$ cat config.mk
export PLATFORM = sky130hd
export DESIGN_NAME = alu_arbiter
export DESIGN_NICKNAME = d
export VERILOG_FILES = /design/src/rtl/alu_arbiter.sv
export SDC_FILE = /design/constraint.sdc
export NUM_CORES = 1
export LEC_CHECK = 0
export BUFFER_PORTS_ARGS = -buffer_cell sky130_fd_sc_hd__buf_2
export CAP_MARGIN = 20
export CORE_AREA = 4 4 106 108
export CTS_CLUSTER_DIAMETER = 80
export CTS_CLUSTER_SIZE = 14
export DETAILED_ROUTE_END_ITERATION = 8
export DIE_AREA = 0 0 110 112
export GPL_ROUTABILITY_DRIVEN = 0
export SYNTH_ARGS = -nofsm -noshare
export SYNTH_HDL_FRONTEND = slang
export SYNTH_SLANG_ARGS = --single-unit
$ cat constraint.sdc
create_clock -name clk -period 3.1 [get_ports clk]
set_input_delay 0.62 -clock clk [delete_from_list [all_inputs] [get_ports clk]]
set_output_delay 0.62 -clock clk [all_outputs]
set_load 0.1 [all_outputs]
$ cat src/rtl/alu_arbiter.sv
// Round-robin arbiter sharing one ALU between two requesters, with a tagged response register.
// Optional EQ cross-check enabled by defining ALU_ARB_EQ_CHECK_EN.
module alu_arbiter #(
  parameter int WIDTH = 32,
  parameter int NREQ  = 2
) (
  input  logic             clk,
  input  logic             rst_n,
  input  logic             req0_valid,
  output logic             req0_ready,
  input  logic [WIDTH-1:0] req0_op1,
  input  logic [WIDTH-1:0] req0_op2,
  input  logic [2:0]       req0_ctrl,
  input  logic             req1_valid,
  output logic             req1_ready,
  input  logic [WIDTH-1:0] req1_op1,
  input  logic [WIDTH-1:0] req1_op2,
  input  logic [2:0]       req1_ctrl,
  output logic [WIDTH-1:0] alu_op1,
  output logic [WIDTH-1:0] alu_op2,
  output logic [2:0]       alu_ctrl,
  input  logic [WIDTH-1:0] alu_sum,
  input  logic             alu_eq,
  output logic             rsp_valid,
  input  logic             rsp_ready,
  output logic             rsp_id,
  output logic [WIDTH-1:0] rsp_sum,
  output logic             rsp_eq
`ifdef ALU_ARB_EQ_CHECK_EN
  ,
  output logic             eq_mismatch
`endif
);

  if (NREQ != 2) begin : g_bad_nreq
    $error("alu_arbiter: NREQ must be 2");
  end

  logic             rsp_valid_q, rsp_valid_d;
  logic             rsp_id_q, rsp_id_d;
  logic [WIDTH-1:0] rsp_sum_q, rsp_sum_d;
  logic             rsp_eq_q, rsp_eq_d;
  logic             ptr_q, ptr_d;

  logic can_issue;
  logic any_valid;
  logic win;
  logic accept;
  logic sum_zero;
  logic is_cmp;

  // Reset cycle never issues, so readys are gated by rst_n too
  assign can_issue = rst_n && (!rsp_valid_q || rsp_ready);
  assign any_valid = req0_valid || req1_valid;
  assign win = (req0_valid && req1_valid) ? ptr_q : req1_valid;
  assign accept = can_issue && any_valid;

  assign req0_ready = accept && !win;
  assign req1_ready = accept && win;

  always_comb begin
    alu_op1  = '0;
    alu_op2  = '0;
    alu_ctrl = 3'b000;
    if (accept) begin
      unique case (1'b1)
        !win: begin
          alu_op1  = req0_op1;
          alu_op2  = req0_op2;
          alu_ctrl = req0_ctrl;
        end
        win: begin
          alu_op1  = req1_op1;
          alu_op2  = req1_op2;
          alu_ctrl = req1_ctrl;
        end
      endcase
    end
  end

  assign sum_zero = (alu_sum == '0);
  assign is_cmp   = (alu_ctrl == 3'b001);

  always_comb begin
    rsp_valid_d = rsp_valid_q;
    rsp_id_d    = rsp_id_q;
    rsp_sum_d   = rsp_sum_q;
    rsp_eq_d    = rsp_eq_q;
    ptr_d       = ptr_q;
    if (accept) begin
      rsp_valid_d = 1'b1;
      rsp_id_d    = win;
      rsp_sum_d   = alu_sum;
      rsp_eq_d    = is_cmp && sum_zero;
      ptr_d       = ~win;
    end else if (rsp_ready) begin
      rsp_valid_d = 1'b0;
    end
  end

  always_ff @(posedge clk) begin
    if (!rst_n) begin
      rsp_valid_q <= 1'b0;
      rsp_id_q    <= 1'b0;
      rsp_sum_q   <= '0;
      rsp_eq_q    <= 1'b0;
      ptr_q       <= 1'b0;
    end else begin
      rsp_valid_q <= rsp_valid_d;
      rsp_id_q    <= rsp_id_d;
      rsp_sum_q   <= rsp_sum_d;
      rsp_eq_q    <= rsp_eq_d;
      ptr_q       <= ptr_d;
    end
  end

  assign rsp_valid = rsp_valid_q;
  assign rsp_id    = rsp_id_q;
  assign rsp_sum   = rsp_sum_q;
  assign rsp_eq    = rsp_eq_q;

`ifdef ALU_ARB_EQ_CHECK_EN
  logic mism_q, mism_d;
  logic mism_now;

  assign mism_now = accept && is_cmp && (alu_eq != sum_zero);
  assign mism_d   = mism_q || mism_now;

  always_ff @(posedge clk) begin
    if (!rst_n) begin
      mism_q <= 1'b0;
    end else begin
      mism_q <= mism_d;
      if (mism_now)
        $error("alu_arbiter: ALU EQ disagrees with SUM==0");
    end
  end

  assign eq_mismatch = mism_q;
`else
  logic unused_alu_eq;
  assign unused_alu_eq = alu_eq;
`endif

endmodule

==> flow_results.org, run 1 <==
** Outcome
- Run status :: completed

** CTS
- CTS clock-pin slew for the worst setup and hold paths :: 0.06 ns
- CTS HTree Levels :: 2
- The clock drives 36 sinks.
- CTS tree :: done
- Clock latency on the worst-skew pair :: 0.27 ns
- Counting the buffers created by CTS gives 5.
- The tree is rooted in a sky130_fd_sc_hd__clkbuf_8.
- Post-cts sizing count :: 0
- For this design, the CTS-stage hold fixing added 0 buffers.
- Longest Clk Path Bufs :: 2
- Count of buffers added by post-CTS timing repair for setup :: 0

** Timing
- Tightest Pin Transition :: 0.513 ns
- The worst path uses 84.7% of the clock period.
- After layout, the minimum clock period comes to 2.63 ns.
- Final hold analysis gives a worst-case slack of 0.456 ns.
- Final hold vios :: 0
- Relative slew slack :: 66.0%
- Slew Viols, Final :: 0
- Setup total negative slack on the finished layout was measured at 0 ns.
- Setup violations remaining at the end of the flow were counted as 0.
- Timing would allow up to 0.381 GHz.
- Setup repair after global routing missed its margin :: no
- The clock arrives with 0.00321 ns of skew.
- Once routing completed, OpenROAD measured the worst setup slack at 0.474 ns.

** Min path
- The path with the worst hold slack has its endpoint at rsp_sum[10].
- Hold Path Depth :: 2
- The path class of the tightest hold or removal check is reg -> reg.
- In this run the most critical hold path is launched from rsp_sum[10].

** Die
- Pin placement for this block handled 276 I/O pins.
- Full die area :: 12,300 um^2
- Core outline area :: 10,200 um^2
- Width of the chip :: 110 um
- DIE HEIGHT :: 112 um
- Initial core utilization :: 19.8%
- In this run the core area contains 37 standard-cell rows.

** Detailed routing
- Total Wirelength :: 10,900 um
- Post-route antenna net violation count :: 0
- For this run, design rule violations remaining after detail routing come to 0.
- Drt first pass iters :: 5
- The final route contains 3,020 vias.
- Per-cell via count in the routed design :: 4.63
- In this run, the number of DRC markers left after iteration 0 of detailed routing was 160.
- In the final routed layout, each cell accounts on average for 16.8 um.

** Setup path
- Largest fanout of any net on the critical path :: 19
- For this run, the slowest stage of the critical path takes 0.48 ns.
- The worst setup path is captured at a primary output.
- The worst register-to-register path begins at rsp_valid.
- For flop-to-flop paths, the worst setup slack is 1.30 ns.
- Arr. time, crit path :: 2.01 ns
- Sequence of cells on the critical path :: buf_2 > nor2b_4 > and4b_2 > buf_4 > a22o_1 > buf_12
- Library cell contributing the largest single delay on the critical path :: sky130_fd_sc_hd__and4b_2
- By startpoint and endpoint, the worst setup path is classified as in -> out.
- Required @ worst endpoint :: 2.48 ns
- Reg2Reg Capture Point :: rsp_eq
- Worst reg2reg path depth :: 5
- STA classifies the critical path startpoint as an input pin.

** Placement
- Count of input and output buffers :: 274
- At the placement stage, the worst setup path has a slack of 0.497 ns.
- The HPWL after detailed placement is 9320 um.

** Yosys
- The netlist uses 24 different library cells.
- After synthesis, flip-flops and latches occupy 35.5% of the total area.
- Cell count after synthesis :: 256
- Dividing the synthesized area by the synthesized cell count gives 7.93 um^2.
- Register bit count reported by yosys :: 36
- Yosys Warn Count :: 0
- Counting every net in the synthesized netlist gives 428.
- Synthesized area :: 2030 um^2

** Power
- Switch Pwr :: 1.10 mW
- Total power for the finished layout comes to 2.20 mW.
- Power spread over the standard cell area amounts to 468 nW/um^2.
- In this run switching power makes up 50.0% of total power.
- Combinational power share :: 60.2%
- VDD sags by at most 0.212 mV.
- Per report_power, the clock group accounts for 16.0% of the total.
- The internal portion of the total power is 1.10 mW.
- Registers are responsible for 23.8% of the overall power.
- For this design the static power due to leakage is 2.25 nW.

** Global routing
- Overflow left after global routing :: 0
- The number of global-route vias before repair was 2,955.
- The initial antenna violation count was 4.
- Largest net degree at the start of global routing :: 64
- Gr usage total :: 16.2%
- The first global-routing pass estimated 15,800 um of wire.

** Layout
- 0 antenna diodes ended up in the layout.
- Most frequent cells in the layout :: 205 x sky130_fd_sc_hd__buf_2, 73 x sky130_fd_sc_hd__buf_12, 67 x sky130_fd_sc_hd__a22o_1, 65 x sky130_fd_sc_hd__nand2_1, 35 x sky130_fd_sc_hd__dfxtp_1
- Number of nets in the layout :: 688
- Layout overhead on the synthesized area :: 131%
- Fraction of final layout cells with drive strength greater than 1 :: 57.0%
- Leaving out fill and tap cells, the most frequent cell in the layout is sky130_fd_sc_hd__buf_2.

** Flow run
- Max-cap violations in this run came to 0.
-- worst max-delay path by stage --
stage	endpoint	startpoint	slack, ns
6_report	alu_op2[28]	rsp_ready	0.47
5_1_grt	alu_op2[28]	rsp_ready	0.40
4_1_cts	alu_op2[28]	rsp_ready	0.48
3_5_place_dp	alu_op1[4]	rsp_ready	0.50
3_3_place_gp	alu_op2[28]	rsp_ready	0.50
2_1_floorplan	alu_ctrl[0]	rsp_valid	0.01
-- registers in the layout, indices dropped and copies added, names as in the netlist --
register   flops
ptr_q          1
rsp_eq         1
rsp_id         1
rsp_sum       32
rsp_valid      1
-- critical path, delay by kind of cell --
family / cells / cell delay (ns)
AND/OR/NAND/NOR: 2 / 0.53
buffers and inverters: 3 / 0.60
AO/OA/AOI/OAI: 1 / 0.25
-- stage by stage --
stage                     cells  util (%)  area [um^2]
after floorplan             256         -         2030
after global placement      645      45.0         4600
after detailed placement    645      45.0         4600
after CTS                   652      45.9         4700
after global routing        652      45.9         4700
final                       652      45.9         4700
-- final cells by class --
cell class,instances,area [um^2]
Multi-Input combinational cell,192,1200
Timing Repair Buffer,280,2500
Sequential cell,36,722
Clock buffer,7,96.3
Inverter,1,3.75
Fill cell,982,5540
Tap cell,136,170
-- cells by family (layout without fill, tap and decap cells) --
logic type	count (synthesis)	in the layout	synth area share [%]
AOI/OAI and AO/OA	104	104	39.1
buffers and inverters	28	288	5.73
DFF	36	36	35.5
and+or+nand+nor	88	88	19.7
-- synth_stat cells --
| cell | number | area share, % |
|---|---|---|
| sky130_fd_sc_hd__a22o_1 | 67 | 29 |
| sky130_fd_sc_hd__nand2_1 | 65 | 12 |
| sky130_fd_sc_hd__dfxtp_1 | 36 | 35 |
| sky130_fd_sc_hd__o21ai_0 | 32 | 7.9 |
| sky130_fd_sc_hd__clkbuf_1 | 18 | 3.3 |
| sky130_fd_sc_hd__buf_2 | 9 | 2.2 |
| sky130_fd_sc_hd__nor4_1 | 6 | 1.8 |
| sky130_fd_sc_hd__nor2_1 | 4 | 0.74 |
| sky130_fd_sc_hd__nor3b_1 | 3 | 1.1 |
| sky130_fd_sc_hd__and4b_1 | 2 | 0.99 |
| sky130_fd_sc_hd__a221o_1 | 1 | 0.49 |
| sky130_fd_sc_hd__a32oi_1 | 1 | 0.43 |
| sky130_fd_sc_hd__and4_1 | 1 | 0.43 |
| sky130_fd_sc_hd__inv_1 | 1 | 0.18 |
| sky130_fd_sc_hd__nand2b_1 | 1 | 0.31 |
| sky130_fd_sc_hd__nand3_1 | 1 | 0.25 |
| sky130_fd_sc_hd__nand4_1 | 1 | 0.31 |
| sky130_fd_sc_hd__nor2b_4 | 1 | 0.68 |
| sky130_fd_sc_hd__nor3_1 | 1 | 0.25 |
| sky130_fd_sc_hd__nor4b_1 | 1 | 0.43 |
| sky130_fd_sc_hd__o211ai_1 | 1 | 0.37 |
| sky130_fd_sc_hd__o31a_1 | 1 | 0.43 |
| sky130_fd_sc_hd__o31ai_2 | 1 | 0.62 |
| sky130_fd_sc_hd__or2_2 | 1 | 0.31 |
-- power by group through the flow --
stage,logic (mW),clock network (mW),registers (mW)
final,1.32,0.352,0.523
after global routing,1.37,0.389,0.529
after global placement,1.32,0,0.531
after CTS,1.33,0.371,0.523
after detailed placement,1.33,0,0.533
after floorplan,0.577,0,0.815
-- metal layers --
metal  track usage, %  vias to the layer above  part of all wire [%]
met1             19.0                     1366                    38
met5                0                        -                  0.37
li1                 -                     1467                     -
met2             28.2                      161                    49
met3             5.62                       20                    11
met4             2.91                        6                   1.1
Note: power is estimated with default switching activity, not from simulation.
==> run 2, diff against run 1 <==
CORE_AREA = 4 4 104 106   (was 4 4 106 108)
DIE_AREA = 0 0 108 110   (was 0 0 110 112)
clock period = 2.1 ns   (was 3.1 ns; I/O delays follow)
==> run 2 against run 1 <==
Against the previous run:
- the run now ends with negative setup slack left
- largest cell class unchanged
- critical path depth unchanged
- clock-buffer cell count up 1
- die area down 3.6%
- non-clock buffer count up 18
- largest power group unchanged
- final cell count up 2.5%
- sequential share of layout area down 2.2 points
- sequential cell count unchanged
- highest routed layer is now met4
- clock power up 43%
==> flow_results.org, run 2 (synthesis results as in run 1) <==
** Outcome
- Run status :: finished with violations
- Violated checks :: negative setup slack

** Detailed routing
- Wire length per cell after detailed routing :: 19.0 um (+13%)
- Drt initial violations :: 134 (-16%)
- The count of nets left with antenna violations after detail routing was 0 (unchanged).
- Drt first pass iters :: 4 (-1)
- Routed via count :: 3,160 (+4.6%)
- The number of remaining DRC errors was 0 (unchanged).
- Total Wirelength :: 12,700 um (+16%)
- The number of vias per cell after detailed routing is 4.73 (+2.1%).

** CTS
- Clock latency on the worst-skew pair :: 0.28 ns (about the same)
- The cell sitting at the root of the clock tree is a sky130_fd_sc_hd__clkbuf_8.
- CTS tree :: done
- CTS clock-pin slew for the worst setup and hold paths :: 0.07 ns (about the same)
- Number of clock sinks :: 36 (unchanged)
- The clock buffer count from CTS was 5 (unchanged).
- CTS HTree Levels :: 2 (unchanged)
- The maximum clock insertion buffer count is 2 (unchanged).

** Setup path
- The endpoint identified for the worst register-to-register timing path is rsp_eq.
- FF-to-FF setup slack :: 0.23 ns (-1.07 ns)
- Launching element of the worst setup path :: rsp_valid
- Startpoint Class :: flip-flop
- The data required time of the critical path was 1.68 ns (-0.80 ns).
- The setup path with the least slack is of type reg -> out.
- The number of cell instances on the worst register-to-register path was 7 (+2).
- Kind of end point of the critical path :: primary output
- Arr. time, crit path :: 1.77 ns (-0.24 ns)
- The startpoint identified for the worst register-to-register timing path is rsp_valid.
- Largest fanout of any net on the critical path :: 10 (-9)
- End point of the critical path :: alu_op1[17]

** Flow run
- The number of violations of the max-capacitance limit was 0 (unchanged).

** Global routing
- The total track usage is 16.3% (+0.16 points).
- Largest net degree at the start of global routing :: 45 (-30%)
- The initial antenna violation count came to 0 (-4).
- First-pass GRT wire length :: 15,200 um (-3.7%)
- The sum of overflow across all layers after global routing was 0 (unchanged).
- The number of global-route vias before repair was 2,892 (-2.1%).

** Die
- The area of the core is 9770 um^2 (-4.5%).
- Full die area :: 11,900 um^2 (-3.6%)
- The height of the die is 110 um (-1.8%).
- The number of top-level design ports is 276 (unchanged).
- The row count is 36 (-2.7%).
- The initial core utilization came to 20.8% (+0.93 points).
- Width of the chip :: 108 um (-1.8%)

** Timing
- Period minus WS final :: 2.19 ns
- Final hold vios :: 0 (unchanged)
- The slew at the pin closest to its max-slew limit is 0.548 ns (+0.0347 ns).
- F_max :: 0.456 GHz
- Least setup slack across all paths after layout :: -0.0921 ns (-0.567 ns)
- The worst setup skew after layout came to 0.00359 ns (+0.000375 ns).
- Setup repair after global routing could not meet its margin everywhere.
- Final period utilization :: 104%
- Slew Viols, Final :: 0 (unchanged)
- The total setup violations reported at the end of the flow was 67 (+67).
- Relative slew slack :: 63.7% (-2.3 points)

** Layout
- Number of filler instances in the final layout :: 860 (-12%)
- The area growth from synthesis to layout is 171%.
- Flip-flop count of the largest register, all copies and words added :: 32 (unchanged)
- The ratio of cells with drive above 1 in the final layout is 70.7% (+14 points).
- The antenna cell count was 0 (unchanged).
- The non-filler instance count after layout was 668 (+2.5%).
- Leaving out fill and tap cells, the most frequent cell in the layout is sky130_fd_sc_hd__buf_2.
- The final core utilization is 56.2% (+10 points).
- The library cells used most frequently in the layout, excluding fill and tap cells, are 205 x sky130_fd_sc_hd__buf_2, 75 x sky130_fd_sc_hd__buf_12, 65 x sky130_fd_sc_hd__nand2_1, 55 x sky130_fd_sc_hd__a22o_4, 35 x sky130_fd_sc_hd__dfxtp_1.
- Number of nets in the layout :: 706 (+2.6%)

** Placement
- Cell Count Post-Placement :: 645 (unchanged)
- The post-detailed-placement half-perimeter wirelength is 9470 um (+1.5%).
- The count of buffers inserted at the top-level ports is 274 (unchanged).

** Min path
- Path class of the lowest-slack min-delay path :: in -> reg

** Power
- The leakage power is 2.69 nW (+20%).
- Final total power :: 3.43 mW (+56%)
- Power density over the cells :: 624 nW/um^2 (+33%)
- The maximum VDD drop came to 0.390 mV (+84%).
[run 2: timing repair]
item,in CTS,in global routing
gates resized for setup,6,35
pin swaps,6,5
setup endpoints to repair,67,67
gates cloned,0,12
setup buffers,0,3
hold buffers,0,0
[run 2: cell type report]
type,count,area [um^2],share of cell area [%]
Inverter,1,3.75,0.0683
Timing Repair Buffer,298,2810,51.1
Multi-Input combinational cell,192,1700,31.0
Sequential cell,36,724,13.2
Tap cell,133,166,3.03
Clock buffer,8,90.1,1.64
[run 2: stage by stage]
step           instance area, um^2  setup WS, ns  hold slack, ns  setup TNS, ns
5_1_grt                       5500        -0.156           0.339          -8.19
4_1_cts                       4970       -0.0862           0.335          -3.16
2_1_floorplan                 2270        -0.100           0.482          -5.30
3_3_place_gp                  4830        0.0752           0.442              0
3_5_place_dp                  4830        0.0498           0.449              0
6_report                      5500       -0.0921           0.345          -4.24
[run 2: power breakdown]
group          internal (mW)  switching [mW]  total [mW]
sequential             0.742          0.0292       0.772
clock                  0.268           0.236       0.503
combinational          0.721            1.44        2.16
[run 2: worst max-delay path, cell delays in order (launching register included)]
cell                        delay [ns]
sky130_fd_sc_hd__dfxtp_4          0.34
sky130_fd_sc_hd__nor2b_4          0.15
sky130_fd_sc_hd__and4b_4          0.22
sky130_fd_sc_hd__buf_12           0.15
sky130_fd_sc_hd__clkbuf_16        0.17
sky130_fd_sc_hd__a22o_4           0.27
sky130_fd_sc_hd__buf_12           0.16
[run 2: worst min path at each step]
stage	slack, ns	depth (start not counted)	startpoint	end
after floorplan	0.48	2	ptr_q	ptr_q
after global placement	0.44	2	rsp_sum[16]	rsp_sum[16]
after detailed placement	0.45	2	rsp_sum[7]	rsp_sum[7]
after CTS	0.33	3	alu_sum[5]	rsp_sum[5]
after global routing	0.34	3	alu_sum[8]	rsp_sum[8]
final	0.35	3	alu_sum[22]	rsp_sum[22]
[run 2: metal layers]
| metal | share of wire, % | track usage, % |
|---|---|---|
| met5 | 0 | 0 |
| met2 | 54 | 29.4 |
| met3 | 8.2 | 4.83 |
| met1 | 37 | 19.3 |
| met4 | 1.0 | 3.34 |
==> run 3, diff against run 2 <==
CELL_PAD_IN_SITES_DETAIL_PLACEMENT = 1   (was unset)
CELL_PAD_IN_SITES_GLOBAL_PLACEMENT = 2   (was unset)
CORE_AREA = unset   (was 4 4 104 106)
CORE_MARGIN = 4   (was unset)
CORE_UTILIZATION = 12   (was unset)
CTS_CLUSTER_SIZE = 24   (was 14)
DIE_AREA = unset   (was 0 0 108 110)
PLACE_DENSITY_LB_ADDON = 0.1   (was unset)
==> run 3 against run 2 <==
Against the previous run:
- the run still ends with negative setup slack left
- clock-buffer cell count shrank 2
- utilization shrank 23 points
- clock power grew 52%
- hold slack gained 0.0081 ns
- sequential power is essentially flat
- die area grew 61%
- non-clock buffer count shrank 1
- critical path depth is the same
- design area grew 1.0%
- via count shrank 0.60%
- largest power group unchanged
==> flow_results.org, run 3 (synthesis results as in run 1) <==
** Outcome
- The flow ran to the end, but the final reports show violations.
- The checks that failed: negative setup slack.

** CTS
- The level count of the clock H-tree was 2 (unchanged).
- The hold-fix buffer count after cts is 0 (unchanged).
- Root buffer cell :: sky130_fd_sc_hd__clkbuf_16
- The maximum clock insertion buffer count is 2 (unchanged).
- The clock buffer count from CTS was 5 (unchanged).
- Number of clock sinks :: 36 (unchanged)
- The clock latency reported for the late side of the worst-skew pair was 0.28 ns (about the same).
- CTS clock-pin slew for the worst setup and hold paths :: 0.06 ns (about the same)
- TritonCTS built the clock tree.

** Placement
- The count of buffers inserted at the top-level ports was 274 (unchanged).
- The post-detailed-placement half-perimeter wirelength is 12,300 um (+30%).

** Global routing
- First-pass GRT wire length :: 21,800 um (+43%)
- Gr usage total :: 14.8% (-1.5 points)
- The sum of overflow across all layers after global routing came to 0 (unchanged).
- Largest net degree at the start of global routing :: 36 (-20%)
- The initial antenna violation count was 1 (+1).
- The number of global-route vias before repair was 3,319 (+15%).

** Detailed routing
- Drt first pass iters :: 4 (unchanged)
- Length of routed met3 wiring :: 821 um (-21%)
- The mean routed wirelength per cell came to 20.3 um (+7.0%).
- The wire length the detailed router placed on met1 came to 5580 um (+19%).
- Drt initial violations :: 83 (-38%)
- The aggregate routed wire length is 15,300 um (+21%).
- Per-cell via count in the routed design :: 4.16 (-12%)
- The total via count in the routed design was 3,141 (-0.60%).
- The routed length on met2 is 8680 um (+28%).
- The number of remaining DRC errors is 0 (unchanged).
- The count of nets left with antenna violations after detail routing was 0 (unchanged).
- In this run the top signal layer used is met4.

** Layout
- The final core utilization is 33.5% (-23 points).
- The number of filler cells placed in the layout is 1,910 (+120%).
- In the layout the commonest cells are 205 x sky130_fd_sc_hd__buf_2, 77 x sky130_fd_sc_hd__buf_12, 65 x sky130_fd_sc_hd__nand2_1, 40 x sky130_fd_sc_hd__a22o_4, 35 x sky130_fd_sc_hd__dfxtp_1.
- Commonest non-fill, non-tap cell in the layout :: sky130_fd_sc_hd__buf_2
- The number of flip-flops in the largest register was 32 (unchanged).
- Layout overhead on the synthesized area :: 173%
- The ratio of cells with drive above 1 in the final layout came to 71.0% (+0.32 points).
- The total number of nets in the final design was 705 (-0.14%).

** Timing
- The setup slack of the critical path after layout was -0.0743 ns (+0.0178 ns).
- The highest clock rate is 0.460 GHz (+0.82%).
- The final worst-path cycle share came to 104% (-0.85 points).
- The max-slew violation count is 0 (unchanged).
- Period minus WS final :: 2.17 ns (-0.0178 ns)
- Relative slew slack :: 65.3% (+1.6 points)
- Setup repair after global routing could not meet its margin everywhere.
- The worst slack on hold paths was 0.353 ns (+0.00805 ns).
- Tightest Pin Transition :: 0.523 ns (-0.0242 ns)
- The total setup violations reported at the end of the flow is 67 (unchanged).
- The hold violation count in the final report came to 0 (unchanged).
- Worst setup skew after layout :: 0.00393 ns (+0.000339 ns)

** Die
- Core outline area :: 16,600 um^2 (+70%)
- Row Count :: 47 (+31%)
- The number of top-level design ports is 276 (unchanged).
- The overall die width was 138 um (+28%).
- The height of the die was 138 um (+26%).
- The die outline area is 19,100 um^2 (+61%).
- Initial core utilization :: 12.2% (-8.5 points)

** Setup path
- The arrival time at the worst endpoint was 1.75 ns (-0.02 ns).
- Startpoint Class :: flip-flop
- Sequence of cells on the critical path :: nor2b_4 > and4b_4 > buf_12 > clkbuf_16 > a22o_2 > buf_12
- Kind of end point of the critical path :: primary output
- Required @ worst endpoint :: 1.68 ns (about the same)
- Worst Path Buf+Inv :: 3 (unchanged)
- Cell repeated most along the worst path :: sky130_fd_sc_hd__buf_12
- Cell family with most CP delay :: simple AND/OR/NAND/NOR gates
- The worst setup path is of the reg -> out kind.
- Worst path max stage delay :: 0.36 ns (+0.02 ns)
- Largest fanout of any net on the critical path :: 7 (-3)
- The slowest stage of the critical path belongs to the cell sky130_fd_sc_hd__and4b_4.

** Power
- The total power divided by cell area was 662 nW/um^2 (+6.0%).
- Final total power :: 3.67 mW (+7.0%)
- Max rail drop VDD :: 0.247 mV (-37%)
- Leakage power summed over all cells :: 2.64 nW (-2.0%)

** Min path
- Path class of the lowest-slack min-delay path :: in -> reg

** Flow run
- The number of violations of the max-capacitance limit was 0 (unchanged).
run 3: changes by cell type in the layout (fill, tap and decap cells not counted):
cell                         change
sky130_fd_sc_hd__a22o_2         +15
sky130_fd_sc_hd__clkinvlp_4      +1
sky130_fd_sc_hd__clkbuf_1        -2
sky130_fd_sc_hd__buf_12          +2
sky130_fd_sc_hd__clkbuf_16       +3
sky130_fd_sc_hd__buf_6           -2
sky130_fd_sc_hd__diode_2         +1
sky130_fd_sc_hd__clkbuf_8        -5
sky130_fd_sc_hd__a22o_4         -15
sky130_fd_sc_hd__inv_4           +1
sky130_fd_sc_hd__buf_16          +1
run 3: area by class of cell:
cell class                      instances  area, um^2  share of cell area [%]
Timing Repair Buffer                  297        2800                    50.5
Clock buffer                            6         139                    2.50
Antenna cell                            1        2.50                  0.0451
Clock inverter                          2        13.8                   0.248
Multi-Input combinational cell        192        1590                    28.6
Tap cell                              220         275                    4.96
Sequential cell                        36         724                    13.0
Inverter                                1        3.75                  0.0676
run 3: power breakdown:
group          switching, mW  total, mW  internal, mW  leakage (nW)
clock network          0.291      0.763         0.472        0.0734
logic                   1.43       2.14         0.706          2.27
registers             0.0290      0.772         0.743         0.299
total                   1.75       3.67          1.92          2.64
run 3: timing repair:
action	CTS	global route
resized for setup	11	23
setup buffers	0	3
gates cloned	1	7
setup endpoints to repair	67	67
pin swaps	0	1
endpoints found under the hold margin	0	0
run 3: layer usage:
layer	track usage, %	vias to the layer above
li1	-	1514
met1	16.0	1492
met3	3.80	15
met4	3.02	0
met5	0	-
met2	29.0	120
run 3: path summary, 6_finish.rpt:
path / endpoint / from / slack (ns) / cells after the start
hold / removal: rsp_sum[24] / alu_sum[24] / 0.35 / 3
hold reg to reg: rsp_sum[31] / rsp_sum[31] / 0.45 / 2
setup reg to reg: rsp_eq / rsp_valid / 0.32 / 6
setup / recovery: alu_op1[11] / rsp_valid / -0.07 / 6
run 3: through the flow:
stage | setup slack (ns) | TNS (ns) | instance area (um^2) | instances
3_5_place_dp | 0.0337 | 0 | 4980 | 735
4_1_cts | -0.0934 | -4.61 | 5220 | 744
3_3_place_gp | 0.0363 | 0 | 4980 | 735
6_report | -0.0743 | -3.13 | 5550 | 755
2_1_floorplan | -0.100 | -5.30 | 2270 | 256
5_1_grt | -0.129 | -7.34 | 5550 | 755
run 3: worst reg2reg max path: stages (launching register included):
cell and delay [ns]:
sky130_fd_sc_hd__dfxtp_4 0.34, sky130_fd_sc_hd__nor2b_4 0.13, sky130_fd_sc_hd__buf_4 0.13, sky130_fd_sc_hd__buf_4 0.13, sky130_fd_sc_hd__nor3b_2 0.45, sky130_fd_sc_hd__nand4_1 0.24
sky130_fd_sc_hd__o31ai_2 0.29
